[src/rtl/mem_arbiter.sv]
// Two-port round-robin arbiter and access sequencer for a single-port memory
// with async read and sync write. Each access runs IDLE -> ACCESS -> DONE.
module mem_arbiter #(
    parameter int A = 12,
    parameter int m = 16
) (
    input  logic         CLK,
    input  logic         rst_n,
    input  logic         req0,
    input  logic         req1,
    input  logic         we0,
    input  logic         we1,
    input  logic [A-1:0] addr0,
    input  logic [A-1:0] addr1,
    input  logic [m-1:0] wdata0,
    input  logic [m-1:0] wdata1,
    output logic         ack0,
    output logic         ack1,
    output logic [m-1:0] rdata0,
    output logic [m-1:0] rdata1,
    output logic         busy,
    output logic         gnt,
    output logic [A-1:0] mem_addr,
    output logic [m-1:0] mem_wdata,
    output logic         mem_we,
    output logic         mem_re,
    input  logic [m-1:0] mem_rdata
);

    typedef enum logic [1:0] {
        IDLE   = 2'd0,
        ACCESS = 2'd1,
        DONE   = 2'd2
    } state_t;

    state_t       state_q, state_d;
    logic         gnt_q, gnt_d;
    logic [A-1:0] addr_q, addr_d;
    logic [m-1:0] wdata_q, wdata_d;
    logic         mem_we_q, mem_we_d;
    logic         mem_re_q, mem_re_d;
    logic         ack0_q, ack0_d;
    logic         ack1_q, ack1_d;
    logic [m-1:0] rdata0_q, rdata0_d;
    logic [m-1:0] rdata1_q, rdata1_d;
    logic         winner;
    logic         win_we;

    // With both ports requesting, the port that was not granted last wins.
    assign winner = (req0 && req1) ? ~gnt_q : req1;
    assign win_we = winner ? we1 : we0;

    always_comb begin
        // NOTE: every _d gets a default before the case so no path leaves it
        // unassigned, which would otherwise infer a latch.
        state_d  = state_q;
        gnt_d    = gnt_q;
        addr_d   = addr_q;
        wdata_d  = wdata_q;
        mem_we_d = 1'b0;
        mem_re_d = 1'b0;
        ack0_d   = 1'b0;
        ack1_d   = 1'b0;
        rdata0_d = rdata0_q;
        rdata1_d = rdata1_q;

        case (state_q)
            IDLE: begin
                if (req0 || req1) begin
                    gnt_d    = winner;
                    addr_d   = winner ? addr1 : addr0;
                    wdata_d  = winner ? wdata1 : wdata0;
                    mem_we_d = win_we;
                    mem_re_d = ~win_we;
                    state_d  = ACCESS;
                end
            end
            ACCESS: begin
                // mem_rdata is only captured here, so X outside the window never lands.
                if (mem_re_q) begin
                    if (gnt_q) rdata1_d = mem_rdata;
                    else       rdata0_d = mem_rdata;
                end
                ack0_d  = ~gnt_q;
                ack1_d  = gnt_q;
                state_d = DONE;
            end
            DONE: begin
                state_d = IDLE;
            end
            default: begin
                state_d = IDLE;
            end
        endcase
    end

    always_ff @(posedge CLK or negedge rst_n) begin
        if (!rst_n) begin
            state_q  <= IDLE;
            gnt_q    <= 1'b1;
            addr_q   <= '0;
            wdata_q  <= '0;
            mem_we_q <= 1'b0;
            mem_re_q <= 1'b0;
            ack0_q   <= 1'b0;
            ack1_q   <= 1'b0;
            rdata0_q <= '0;
            rdata1_q <= '0;
        end else begin
            // NOTE: non-blocking assignments so every flop samples pre-edge values.
            state_q  <= state_d;
            gnt_q    <= gnt_d;
            addr_q   <= addr_d;
            wdata_q  <= wdata_d;
            mem_we_q <= mem_we_d;
            mem_re_q <= mem_re_d;
            ack0_q   <= ack0_d;
            ack1_q   <= ack1_d;
            rdata0_q <= rdata0_d;
            rdata1_q <= rdata1_d;
        end
    end

    assign busy      = (state_q != IDLE);
    assign gnt       = gnt_q;
    assign mem_addr  = addr_q;
    assign mem_wdata = wdata_q;
    assign mem_we    = mem_we_q;
    assign mem_re    = mem_re_q;
    assign ack0      = ack0_q;
    assign ack1      = ack1_q;
    assign rdata0    = rdata0_q;
    assign rdata1    = rdata1_q;

endmodule

[config.mk]
export PLATFORM = sky130hd
export DESIGN_NAME = mem_arbiter
export DESIGN_NICKNAME = d
export VERILOG_FILES = /design/src/rtl/mem_arbiter.sv
export SDC_FILE = /design/constraint.sdc
export NUM_CORES = 1
export LEC_CHECK = 0
export BUFFER_PORTS_ARGS = -buffer_cell sky130_fd_sc_hd__buf_2
export CAP_MARGIN = 20
export CORE_MARGIN = 4
export CORE_UTILIZATION = 49
export DETAILED_ROUTE_END_ITERATION = 16
export HOLD_SLACK_MARGIN = 0.12
export PLACE_DENSITY = 0.85
export SETUP_SLACK_MARGIN = 0.05
export SLEW_MARGIN = 20
export SYNTH_ARGS = -nofsm -noshare
export SYNTH_HDL_FRONTEND = slang
export SYNTH_SLANG_ARGS = --single-unit
[constraint.sdc]
create_clock -name CLK -period 4.62 [get_ports CLK]
set_input_delay 0.462 -clock CLK [delete_from_list [all_inputs] [get_ports CLK]]
set_output_delay 0.462 -clock CLK [all_outputs]
set_load 0.01 [all_outputs]
==> insert_results.sql, run 1 <==
INSERT INTO impl_metrics (metric_group, metric, value, unit) VALUES
('clocking', 'clk_transition_reported_paths', '80', 'ps'),
('pwr', 'p_leak', '1.89', 'nW'),
('sta', 'fin_setup_tns', '0', 'ps'),
('clocking', 'cts_repair_resize_count', '0', ''),
('sta', 'fin_hold_ws', '163', 'ps'),
('pwr', 'max-vdd-ir-drop', '0.000303', 'V'),
('die', 'floorplan.die_area', '7120', 'um2'),
('yosys', 'syn_std_cell_area', '2860', 'um2'),
('yosys', 'synth-seq-cells', '67', ''),
('sta', 'period_share', '43.6', '%'),
('critical_path', 'critical_path_maximum_fanout', '32', ''),
('pwr', 'pwr_density_cell', '683', 'nW/um2'),
('die', 'die_y', '84.4', 'um'),
('critical_path', 'crit_path_max_incr_delay', '830', 'ps'),
('global_route', 'grt_use_met3', '6.18', '%'),
('clocking', 'numCtsBuffers', '9', ''),
('critical_path', 'endpoint_kind', 'flop', ''),
('sta', 'finClkSkew', '12.1', 'ps'),
('yosys', 'synth.distinct_cells', '23', ''),
('critical_path', 'path_delay_family', 'simple AND/OR/NAND/NOR gates', ''),
('yosys', 'synth-warning-count', '0', ''),
('clocking', 'postCtsSetupBuffers', '0', ''),
('routing', 'drc', '0', ''),
('clocking', 'cts_buffer_depth', '2', ''),
('sta', 'fin_ws', '2610', 'ps'),
('critical_path', 'crit_path_top_delay_cell', 'and2_1', ''),
('global_route', 'gr-max-usage-layer', 'met2', ''),
('critical_path', 'data_required_time_at_the_worst_endpoint', '4770', 'ps'),
('die', 'boundaryPins', '144', ''),
('place', 'place_area', '3560', 'um2'),
('critical_path', 'setup.worst_path.class', 'reg -> reg', ''),
('layout', 'final_design_area_no_fill', '3750', 'um2'),
('global_route', 'grt_use_met2', '31.1', '%'),
('place', 'post-dp-hpwl', '5240', 'um'),
('global_route', 'via_count_of_the_first_global_routing_pass', '2378', ''),
('global_route', 'number_of_antenna_violations_at_the_first_check_in_global_routing', '0', ''),
('place', 'port_buffers', '143', ''),
('global_route', 'overflow', '0', ''),
('place', 'numPlacedInstances', '445', ''),
('layout', 'ratio_of_cells_with_drive_above_1_in_the_final_layout', '51.7', '%'),
('routing', 'drt_first_iter_violations', '66', ''),
('run_status', 'outcome', 'finished clean', ''),
('die', 'floorplan.rows', '27', ''),
('sta', 'relative_slew_margins', '35.1', '%'),
('routing', 'drt_first_pass_iters', '4', ''),
('global_route', 'grt_max_degree', '39', ''),
('global_route', 'grt_pass1_wl', '11300', 'um'),
('sta', 'max_freq', '0.497', 'GHz'),
('critical_path', 'worst_ep_arrival_time', '2160', 'ps'),
('layout', 'layout.cells.non_filler', '461', ''),
('yosys', 'ys_seq_area_share', '58.7', '%'),
('die', 'chipWidth', '84.4', 'um'),
('routing', 'mean_number_of_vias_per_cell', '5.17', ''),
('sta', 'total_count_of_max_transition_violations_in_the_final_report', '0', ''),
('place', 'placement.setup.worst_slack', '2280', 'ps'),
('clocking', 'clock_latency', '320', 'ps'),
('critical_path', 'timing.critical_path.buf_inv', '1', ''),
('sta', 'finalSetupViolations', '0', ''),
('clocking', 'cts_tree', 'yes', ''),
('layout', 'area_growth_syn_to_layout', '31.1', '%'),
('run', 'max_cap_violations', '0', ''),
('die', 'core', '5570', 'um2'),
('global_route', 'globalRouteMet1Util', '26.6', '%'),
('clocking', 'cts.hold.buffers_added', '0', ''),
('layout', 'antenna_cells', '0', ''),
('routing', 'wl_per_cell', '15.3', 'um'),
('sta', 'worst-slew-pin-transition', '973', 'ps'),
('clocking', 'numClockSinks', '67', ''),
('routing', 'routed_wirelength', '7060', 'um'),
('routing', 'total_number_of_vias', '2383', ''),
('min_path', 'hp-class', 'in -> async', ''),
('critical_path', 'timing.critical_path.from_type', 'flop', ''),
('yosys', 'synth_fp_nets', '324', ''),
('global_route', 'global_route.usage.total', '19.8', '%'),
('sta', 'period_minus_slack', '2010', 'ps'),
('yosys', 'postSynthCellCount', '246', ''),
('yosys', 'synthesis.area_per_instance', '11.6', 'um2'),
('clocking', 'h_tree_level_count', '3', ''),
('critical_path', 'crit_path_cell_trace', 'nor2_2 > buf_4 > and2_1 > a31oi_1', ''),
('layout', 'finish.net_count', '462', ''),
('routing', 'postRouteAntennaNets', '0', ''),
('sta', 'unrepaired_setup_endpoints_after_global_routing', 'no', ''),
('die', 'initial_utilization', '51.3', '%'),
('place', 'place.gp.congestion', '0.776', ''),
('sta', 'finalHoldViolations', '0', ''),
('layout', 'final_layout_fill_cell_count', '440', ''),
('clocking', 'clock_tree.root_cell', 'clkbuf_8', '');
-- placed cells by master (no fill, tap or decap) --
| cell type | synthesis | final |
|---|---|---|
| buf_2 | 8 | 143 |
| dfrtp_1 | 66 | 66 |
| nand2_1 | 56 | 56 |
| a21oi_1 | 29 | 29 |
| a31oi_1 | 29 | 29 |
| mux2_2 | 22 | 22 |
| mux2_4 | 10 | 10 |
| clkbuf_8 | 0 | 10 |
| clkinv_2 | 0 | 5 |
| and2_1 | 3 | 3 |
| nor2b_1 | 2 | 2 |
| buf_4 | 3 | 2 |
| nor2_2 | 0 | 1 |
| inv_1 | 1 | 1 |
| nor2b_4 | 1 | 1 |
| or2_2 | 1 | 1 |
| a21boi_2 | 1 | 1 |
| mux2i_1 | 1 | 1 |
| a21bo_2 | 1 | 1 |
| and3b_1 | 1 | 1 |
| nand3_2 | 1 | 1 |
| bufinv_16 | 0 | 1 |
| dfstp_2 | 1 | 1 |
| buf_6 | 4 | 1 |
-- cell families after synthesis --
logic type	after synthesis	synth area share, %
multiplexers	33	14.3
AO/OA/AOI/OAI	60	12.2
flip-flops	67	58.7
AND/OR/NAND/NOR	66	9.93
buffers and inverters	20	4.99
-- final cells by class --
type / count / area (um2) / share of cell area (%)
multi-input combinational: 159 / 1040 / 27.8
clock buffer: 10 / 138 / 3.67
inverter: 1 / 3.75 / 0.100
timing repair buffer: 146 / 742 / 19.8
sequential: 67 / 1680 / 44.8
tap: 72 / 90.1 / 2.40
clock inverter: 6 / 55.1 / 1.47
-- state kept, by name (all words and copies together), names as in the netlist --
register   flops
mem_re         1
ack1           1
rdata0        16
mem_we         1
mem_wdata     16
rdata1        16
ack0           1
state_q        2
mem_addr      12
gnt            1
-- power by group --
part           switching [W]  leakage (nW)  total, W  internal [W]
logic               0.000556         0.999   0.00105      0.000492
registers           0.000163         0.789   0.00105      0.000883
clock network       0.000207         0.106  0.000466      0.000259
-- per-stage QoR --
step | util [%] | power (W)
2_1_floorplan | - | 0.00168
3_3_place_gp | 63.6 | 0.00207
3_5_place_dp | 63.8 | 0.00212
4_1_cts | 67.3 | 0.00259
5_1_grt | 67.3 | 0.00275
6_report | 67.3 | 0.00256
-- path summary, 6_finish.rpt --
path	start	endpoint	slack, ps	depth (start not counted)
setup / recovery	state_q[1]	mem_addr[9]	2610	4
hold / removal	rst_n	ack0	160	1
setup reg to reg	state_q[1]	mem_addr[9]	2610	4
max in group asynchronous	rst_n	rdata0[9]	3520	2
min in group CLK	req0	gnt	340	2
hold reg to reg	rdata0[15]	rdata0[15]	500	1
-- synth_stat cells --
cell / n / area [um2]
inv_1: 1 / 3.75
buf_6: 4 / 45.0
buf_2: 8 / 40.0
nor2b_1: 2 / 12.5
a21oi_1: 29 / 145
mux2_4: 10 / 150
and2_1: 3 / 18.8
a21boi_2: 1 / 11.3
nand3_2: 1 / 10.0
dfstp_2: 1 / 26.3
mux2_2: 22 / 248
mux2i_1: 1 / 10.0
a31oi_1: 29 / 181
nor2_1: 1 / 3.75
nor2b_4: 1 / 13.8
dfrtp_1: 66 / 1650
buf_4: 3 / 22.5
nand2_1: 56 / 210
buf_12: 1 / 20.0
and3b_1: 1 / 8.76
or2_2: 1 / 6.26
a21bo_2: 1 / 10.0
clkbuf_1: 3 / 11.3
-- per-layer routing --
metal  share of wire (%)  up-vias
met5                   0        -
met4                0.68        0
met3                 9.9        6
met2                  46      122
met1                  43     1123
li1                    -     1132
Power figures use the tool's default switching activity.
==> run 2, diff against run 1 <==
--- a/config.mk
+++ b/config.mk
@@ -8,10 +8,10 @@
 export BUFFER_PORTS_ARGS = -buffer_cell sky130_fd_sc_hd__buf_2
 export CAP_MARGIN = 20
 export CORE_MARGIN = 4
-export CORE_UTILIZATION = 49
+export CORE_UTILIZATION = 45
 export DETAILED_ROUTE_END_ITERATION = 16
 export HOLD_SLACK_MARGIN = 0.12
-export PLACE_DENSITY = 0.85
+export PLACE_DENSITY = 0.79
 export SETUP_SLACK_MARGIN = 0.05
 export SLEW_MARGIN = 20
 export SYNTH_ARGS = -nofsm -noshare
==> constraint.sdc (replaced) <==
create_clock -name CLK -period 2 [get_ports CLK]
set_input_delay 0.2 -clock CLK [delete_from_list [all_inputs] [get_ports CLK]]
set_output_delay 0.2 -clock CLK [all_outputs]
set_load 0.01 [all_outputs]
==> insert_results.sql, run 2 (same netlist as run 1, synthesis figures left out) <==
INSERT INTO impl_metrics (metric_group, metric, value, unit) VALUES
('pwr', 'pwr_density_cell', '1390', 'nW/um2'),
('sta', 'max_freq', '0.614', 'GHz'),
('critical_path', 'worst_ep_arrival_time', '1870', 'ps'),
('routing', 'mean_number_of_vias_per_cell', '5.32', ''),
('critical_path', 'startpoint', 'gnt', ''),
('critical_path', 'crit_path_top_delay_cell', 'dfstp_2', ''),
('critical_path', 'critical_path_maximum_fanout', '28', ''),
('layout', 'final_layout_fill_cell_count', '394', ''),
('place', 'port_buffers', '143', ''),
('place', 'post-dp-hpwl', '5250', 'um'),
('critical_path', 'setup.worst_path.class', 'reg -> reg', ''),
('routing', 'wl_per_cell', '17.7', 'um'),
('global_route', 'global_route.usage.total', '25.9', '%'),
('pwr', 'internal-power', '0.00391', 'W'),
('clocking', 'h_tree_level_count', '3', ''),
('layout', 'final_common_cell', 'buf_2', ''),
('die', 'initial_utilization', '47.2', '%'),
('global_route', 'grt_max_degree', '68', ''),
('min_path', 'hp-class', 'in -> reg', ''),
('sta', 'finalSetupViolations', '0', ''),
('pwr', 'power.combinational.fraction', '42.5', '%'),
('die', 'floorplan.rows', '28', ''),
('clocking', 'cts_buffer_depth', '2', ''),
('pwr', 'share_seq_of_total_power', '39.6', '%'),
('critical_path', 'timing.critical_path.from_type', 'flop', ''),
('clocking', 'cts_tree', 'yes', ''),
('critical_path', 'crit_path_max_incr_delay', '610', 'ps'),
('layout', 'antenna_cells', '0', ''),
('min_path', 'timing.hold.worst.start', 'addr1[10]', ''),
('die', 'boundaryPins', '144', ''),
('die', 'floorplan.die_area', '7700', 'um2'),
('die', 'chipWidth', '87.7', 'um'),
('critical_path', 'crit_path_cell_trace', 'a21bo_2 > nand2_1 > a31oi_1', ''),
('layout', 'layout.cells.most_common_list', '143 x buf_2, 66 x dfrtp_1, 64 x dlygate4sd3_1', ''),
('die', 'die_y', '87.7', 'um'),
('layout', 'ratio_of_cells_with_drive_above_1_in_the_final_layout', '44.4', '%'),
('critical_path', 'worstReg2RegStart', 'gnt', ''),
('routing', 'drc', '0', ''),
('global_route', 'grt_pass1_wl', '15100', 'um'),
('pwr', 'power.clock.fraction', '18.0', '%'),
('pwr', 'p_leak', '2.17', 'nW'),
('clocking', 'postCtsSetupBuffers', '0', ''),
('global_route', 'via_count_of_the_first_global_routing_pass', '3044', ''),
('die', 'core', '6060', 'um2'),
('sta', 'finalHoldViolations', '0', ''),
('run', 'max_cap_violations', '0', ''),
('critical_path', 'endpoint_kind', 'flop', ''),
('layout', 'area_growth_syn_to_layout', '54.8', '%'),
('global_route', 'overflow', '0', ''),
('clocking', 'clock_latency', '330', 'ps'),
('layout', 'finish.net_count', '529', ''),
('routing', 'postRouteAntennaNets', '0', ''),
('place', 'place_area', '3590', 'um2'),
('place', 'place.gp.congestion', '0.736', ''),
('sta', 'period_share', '81.4', '%'),
('run_status', 'outcome', 'finished clean', ''),
('sta', 'worst-slew-pin-transition', '574', 'ps'),
('routing', 'drt_first_iter_violations', '109', ''),
('sta', 'relative_slew_margins', '61.7', '%'),
('sta', 'finClkSkew', '7.52', 'ps'),
('pwr', 'report.power.total', '0.00617', 'W'),
('routing', 'total_number_of_vias', '2822', ''),
('clocking', 'numCtsBuffers', '9', ''),
('pwr', 'switching_share', '36.6', '%'),
('sta', 'total_count_of_max_transition_violations_in_the_final_report', '0', ''),
('layout', 'final_design_area_no_fill', '4430', 'um2'),
('sta', 'unrepaired_setup_endpoints_after_global_routing', 'no', ''),
('pwr', 'switch_pwr', '0.00226', 'W'),
('routing', 'routed_wirelength', '9390', 'um'),
('clocking', 'clock_tree.root_cell', 'clkbuf_8', ''),
('sta', 'period_minus_slack', '1630', 'ps'),
('critical_path', 'data_required_time_at_the_worst_endpoint', '2240', 'ps'),
('clocking', 'numClockSinks', '67', ''),
('pwr', 'max-vdd-ir-drop', '0.000919', 'V'),
('global_route', 'number_of_antenna_violations_at_the_first_check_in_global_routing', '0', ''),
('sta', 'fin_setup_tns', '0', 'ps'),
('sta', 'fin_hold_ws', '135', 'ps'),
('routing', 'drt_first_pass_iters', '5', ''),
('clocking', 'clk_transition_reported_paths', '70', 'ps');
==> run 2: area by class of cell <==
type	count	area [um2]	share of cell area, %
flip-flops and latches	67	1680	37.9
repair buffers	213	1410	31.9
multi-input cells	159	1040	23.6
clock buffers	13	159	3.59
well taps	75	93.8	2.12
clock inverters	2	35.0	0.791
inverters	1	3.75	0.0848
==> run 2: final timing paths <==
path,end,slack (ps),cells after the start
max reg2reg,mem_addr[3],370,3
max in group asynchronous,gnt,1250,3
min in group asynchronous,rdata1[3],420,3
max,mem_addr[3],370,3
min,mem_addr[10],130,3
min reg2reg,rdata1[8],500,1
==> run 2: power by group through the flow <==
stage	sequential (W)	combinational (W)	clock, W
2_1_floorplan	0.00270	0.00118	0
3_3_place_gp	0.00240	0.00241	0
3_5_place_dp	0.00244	0.00249	0
4_1_cts	0.00242	0.00259	0.00113
5_1_grt	0.00252	0.00286	0.00118
6_report	0.00244	0.00262	0.00111
==> run 2: per-layer routing <==
metal / wire, um / share of wire (%) / global-route usage (%) / up-vias
met5: 0 / 0 / 0 / -
met4: 167 / 1.8 / 10.5 / 0
met3: 1150 / 12 / 9.88 / 21
met2: 4460 / 47 / 41.5 / 200
met1: 3610 / 38 / 31.4 / 1342
li1: - / - / - / 1259
==> run 2: per-stage QoR <==
stage / instances / worst slack, ps / util (%)
floorplan: 246 / 462 / -
global placement: 451 / 314 / 59.2
CTS: 530 / 137 / 73.0
detailed placement: 451 / 237 / 59.2
global route: 530 / 238 / 73.0
finish: 530 / 372 / 73.0
==> run 2: what timing repair did <==
action	4_1_cts	5_1_grt
endpoints found under the hold margin	117	0
hold buffers	64	0
setup endpoints to repair	0	17
gates resized for setup	0	1
==> run 2: critical path: cells and delay by family (launching register included) <==
kind             cells  cell delay [ps]
flip-flops           1              610
AO/OA/AOI/OAI        2              750
AND/OR/NAND/NOR      1              170
==> run 3, diff against run 2 <==
--- a/config.mk
+++ b/config.mk
@@ -5,13 +5,14 @@
 export SDC_FILE = /design/constraint.sdc
 export NUM_CORES = 1
 export LEC_CHECK = 0
+export ABC_AREA = 1
 export BUFFER_PORTS_ARGS = -buffer_cell sky130_fd_sc_hd__buf_2
 export CAP_MARGIN = 20
 export CORE_MARGIN = 4
-export CORE_UTILIZATION = 45
+export CORE_UTILIZATION = 42
 export DETAILED_ROUTE_END_ITERATION = 16
 export HOLD_SLACK_MARGIN = 0.12
-export PLACE_DENSITY = 0.79
+export PLACE_DENSITY = 0.76
 export SETUP_SLACK_MARGIN = 0.05
 export SLEW_MARGIN = 20
 export SYNTH_ARGS = -nofsm -noshare
==> constraint.sdc (replaced) <==
create_clock -name CLK -period 1.4 [get_ports CLK]
set_input_delay 0.14 -clock CLK [delete_from_list [all_inputs] [get_ports CLK]]
set_output_delay 0.14 -clock CLK [all_outputs]
set_load 0.01 [all_outputs]
==> insert_results.sql, run 3 <==
INSERT INTO impl_metrics (metric_group, metric, value, unit) VALUES
('place', 'post-dp-hpwl', '5560', 'um'),
('yosys', 'synth-seq-cells', '67', ''),
('pwr', 'switch_pwr', '0.00329', 'W'),
('sta', 'finalSetupViolations', '0', ''),
('routing', 'drc', '0', ''),
('routing', 'postRouteAntennaNets', '0', ''),
('yosys', 'async_s_r_ff_share_synth', '100', '%'),
('yosys', 'synthesis.area_per_instance', '7.84', 'um2'),
('sta', 'worst-slew-pin-transition', '354', 'ps'),
('pwr', 'pwr_density_cell', '1880', 'nW/um2'),
('pwr', 'power.combinational.fraction', '40.6', '%'),
('place', 'place.gp.congestion', '0.804', ''),
('clocking', 'clock_tree.root_cell', 'clkbuf_8', ''),
('routing', 'drt_first_iter_violations', '149', ''),
('global_route', 'gr-max-usage-layer', 'met2', ''),
('global_route', 'grt_use_met3', '4.59', '%'),
('yosys', 'ys_seq_area_share', '54.8', '%'),
('sta', 'max_freq', '0.791', 'GHz'),
('pwr', 'internal-power', '0.00539', 'W'),
('sta', 'unrepaired_setup_endpoints_after_global_routing', 'yes', ''),
('pwr', 'share_seq_of_total_power', '39.6', '%'),
('pwr', 'p_leak', '2.73', 'nW'),
('yosys', 'ys.flop_type', 'dfrtp_1', ''),
('critical_path', 'path_delay_family', 'flip-flops', ''),
('die', 'floorplan.die_area', '8710', 'um2'),
('yosys', 'yosys.cell_count.top_type', 'nand2_1', ''),
('die', 'boundaryPins', '144', ''),
('die', 'floorplan.rows', '30', ''),
('sta', 'relative_slew_margins', '76.4', '%'),
('routing', 'routed_wirelength', '8650', 'um'),
('die', 'initial_utilization', '44.1', '%'),
('critical_path', 'critical_path_maximum_fanout', '15', ''),
('sta', 'fin_setup_tns', '0', 'ps'),
('yosys', 'synth_fp_nets', '468', ''),
('global_route', 'grt_use_met2', '35.0', '%'),
('pwr', 'power.clock.fraction', '19.8', '%'),
('clocking', 'clk_transition_reported_paths', '70', 'ps'),
('die', 'chipWidth', '93.3', 'um'),
('critical_path', 'endpoint_kind', 'flop', ''),
('critical_path', 'crit_top_cell', 'nand2_1', ''),
('yosys', 'synth.distinct_cells', '18', ''),
('global_route', 'number_of_antenna_violations_at_the_first_check_in_global_routing', '0', ''),
('die', 'core', '6940', 'um2'),
('pwr', 'switching_share', '37.9', '%'),
('layout', 'antenna_cells', '0', ''),
('yosys', 'synth-edff-count', '0', ''),
('layout', 'finish.net_count', '660', ''),
('clocking', 'cts_tree', 'yes', ''),
('global_route', 'via_count_of_the_first_global_routing_pass', '3232', ''),
('global_route', 'global_route.usage.total', '20.6', '%'),
('clocking', 'h_tree_level_count', '3', ''),
('clocking', 'cts_buffer_depth', '2', ''),
('global_route', 'overflow', '0', ''),
('layout', 'layout.cells.most_common_list', '143 x buf_2, 121 x nand2_1, 78 x inv_1', ''),
('run', 'max_cap_violations', '0', ''),
('critical_path', 'setup.worst_path.class', 'reg -> reg', ''),
('yosys', 'yosysTopAreaCellShare', '54.0', '%'),
('layout', 'area_growth_syn_to_layout', '51.0', '%'),
('global_route', 'globalRouteMet1Util', '25.6', '%'),
('critical_path', 'crit_path_top_delay_cell', 'dfstp_2', ''),
('critical_path', 'crit_path_max_incr_delay', '580', 'ps'),
('run_status', 'outcome', 'finished clean', ''),
('yosys', 'syn_std_cell_area', '3060', 'um2'),
('routing', 'mean_number_of_vias_per_cell', '4.57', ''),
('yosys', 'synth_common_cells', '122 x nand2_1, 78 x inv_1, 66 x dfrtp_1, 56 x nand3_1, 33 x o21ai_0', ''),
('clocking', 'postCtsSetupBuffers', '0', ''),
('critical_path', 'crit_path_cell_trace', 'nand2_1 > nand2_2 > clkbuf_16 > nand2_1 > nand3_1 > nand2_1', ''),
('yosys', 'synth_top_cells_by_area', 'dfrtp_1 54%, nand2_1 15%, inv_1 9.6%, nand3_1 9.2%, o21ai_0 5.4%', ''),
('critical_path', 'timing.critical_path.from_type', 'flop', ''),
('routing', 'wl_per_cell', '12.7', 'um'),
('place', 'port_buffers', '143', ''),
('sta', 'period_share', '90.3', '%'),
('layout', 'final_common_cell', 'buf_2', ''),
('pwr', 'max-vdd-ir-drop', '0.000788', 'V'),
('yosys', 'synth-warning-count', '0', ''),
('yosys', 'postSynthCellCount', '390', ''),
('sta', 'fin_hold_ws', '130', 'ps'),
('clocking', 'numClockSinks', '67', ''),
('global_route', 'grt_pass1_wl', '14500', 'um'),
('critical_path', 'timing.critical_path.buf_inv', '1', ''),
('die', 'die_y', '93.3', 'um'),
('sta', 'period_minus_slack', '1260', 'ps'),
('sta', 'finClkSkew', '8.26', 'ps'),
('routing', 'drt_first_pass_iters', '5', ''),
('sta', 'total_count_of_max_transition_violations_in_the_final_report', '0', ''),
('yosys', 'yosysTopAreaCell', 'dfrtp_1', ''),
('min_path', 'hp-class', 'in -> reg', ''),
('clocking', 'clock_latency', '330', 'ps'),
('clocking', 'numCtsBuffers', '9', ''),
('routing', 'total_number_of_vias', '3124', ''),
('global_route', 'grt_max_degree', '68', ''),
('critical_path', 'data_required_time_at_the_worst_endpoint', '1610', 'ps'),
('sta', 'finalHoldViolations', '0', ''),
('layout', 'ratio_of_cells_with_drive_above_1_in_the_final_layout', '30.0', '%'),
('critical_path', 'worst_ep_arrival_time', '1480', 'ps');
-- run 3: final timing paths --
path	slack, ps	start	end	depth (start not counted)
min in group asynchronous	350	rst_n	mem_wdata[8]	3
max in group asynchronous	730	rst_n	gnt	3
worst max register to register	140	gnt	mem_addr[1]	6
worst min register to register	470	mem_wdata[11]	mem_wdata[11]	2
worst min-delay path	130	wdata0[15]	mem_wdata[15]	5
worst max-delay path	140	gnt	mem_addr[1]	6
-- run 3: area by class of cell --
type,instances,area [um2]
sequential,67,1680
multi-input combinational,224,980
clock buffer,9,124
tap,96,120
inverter,78,293
timing repair buffer,202,1330
fill,576,2320
clock inverter,7,92.6
-- run 3: tightest hold or removal path: cells and delay by family --
kind / cells / cell delay (ps)
buf+inv: 2 / 110
simple gates: 3 / 180
-- run 3: layer usage --
layer | part of all wire, % | up-vias
li1 | - | 1563
met1 | 41 | 1404
met2 | 50 | 144
met3 | 8.4 | 13
met4 | 1.2 | 0
met5 | 0 | -
-- run 3: power by group through the flow --
| stage | registers [W] | logic, W | clock network (W) |
|---|---|---|---|
| 4_1_cts | 0.00344 | 0.00353 | 0.00178 |
| 6_report | 0.00344 | 0.00353 | 0.00172 |
| 3_3_place_gp | 0.00344 | 0.00332 | 0 |
| 5_1_grt | 0.00357 | 0.00399 | 0.00186 |
| 2_1_floorplan | 0.00386 | 0.00147 | 0 |
| 3_5_place_dp | 0.00345 | 0.00343 | 0 |
-- run 3: what timing repair did --
action	CTS	global route
hold endpoints to repair	126	0
gates resized for setup	0	1
hold buffers	48	0
endpoints found under the setup margin	0	4
-- run 3: through the flow --
stage / worst slack (ps) / total power [W] / util, % / cells / cell area, um2
finish: 136 / 0.00868 / 66.5 / 683 / 4620
global route: 49.1 / 0.00942 / 66.5 / 683 / 4620
CTS: 123 / 0.00875 / 66.1 / 682 / 4590
detailed placement: 140 / 0.00688 / 56.1 / 618 / 3900
global placement: 194 / 0.00676 / 56.1 / 618 / 3900
floorplan: 190 / 0.00533 / - / 390 / 3060
-- run 3: cells by family (layout without fill, tap and decap cells) --
kind of cell	Yosys count	count (layout)	synth area share, %
buffers and inverters	99	296	13.3
flip-flops	67	67	54.8
AND/OR/NAND/NOR	189	189	26.1
AO/OA/AOI/OAI	35	35	5.73
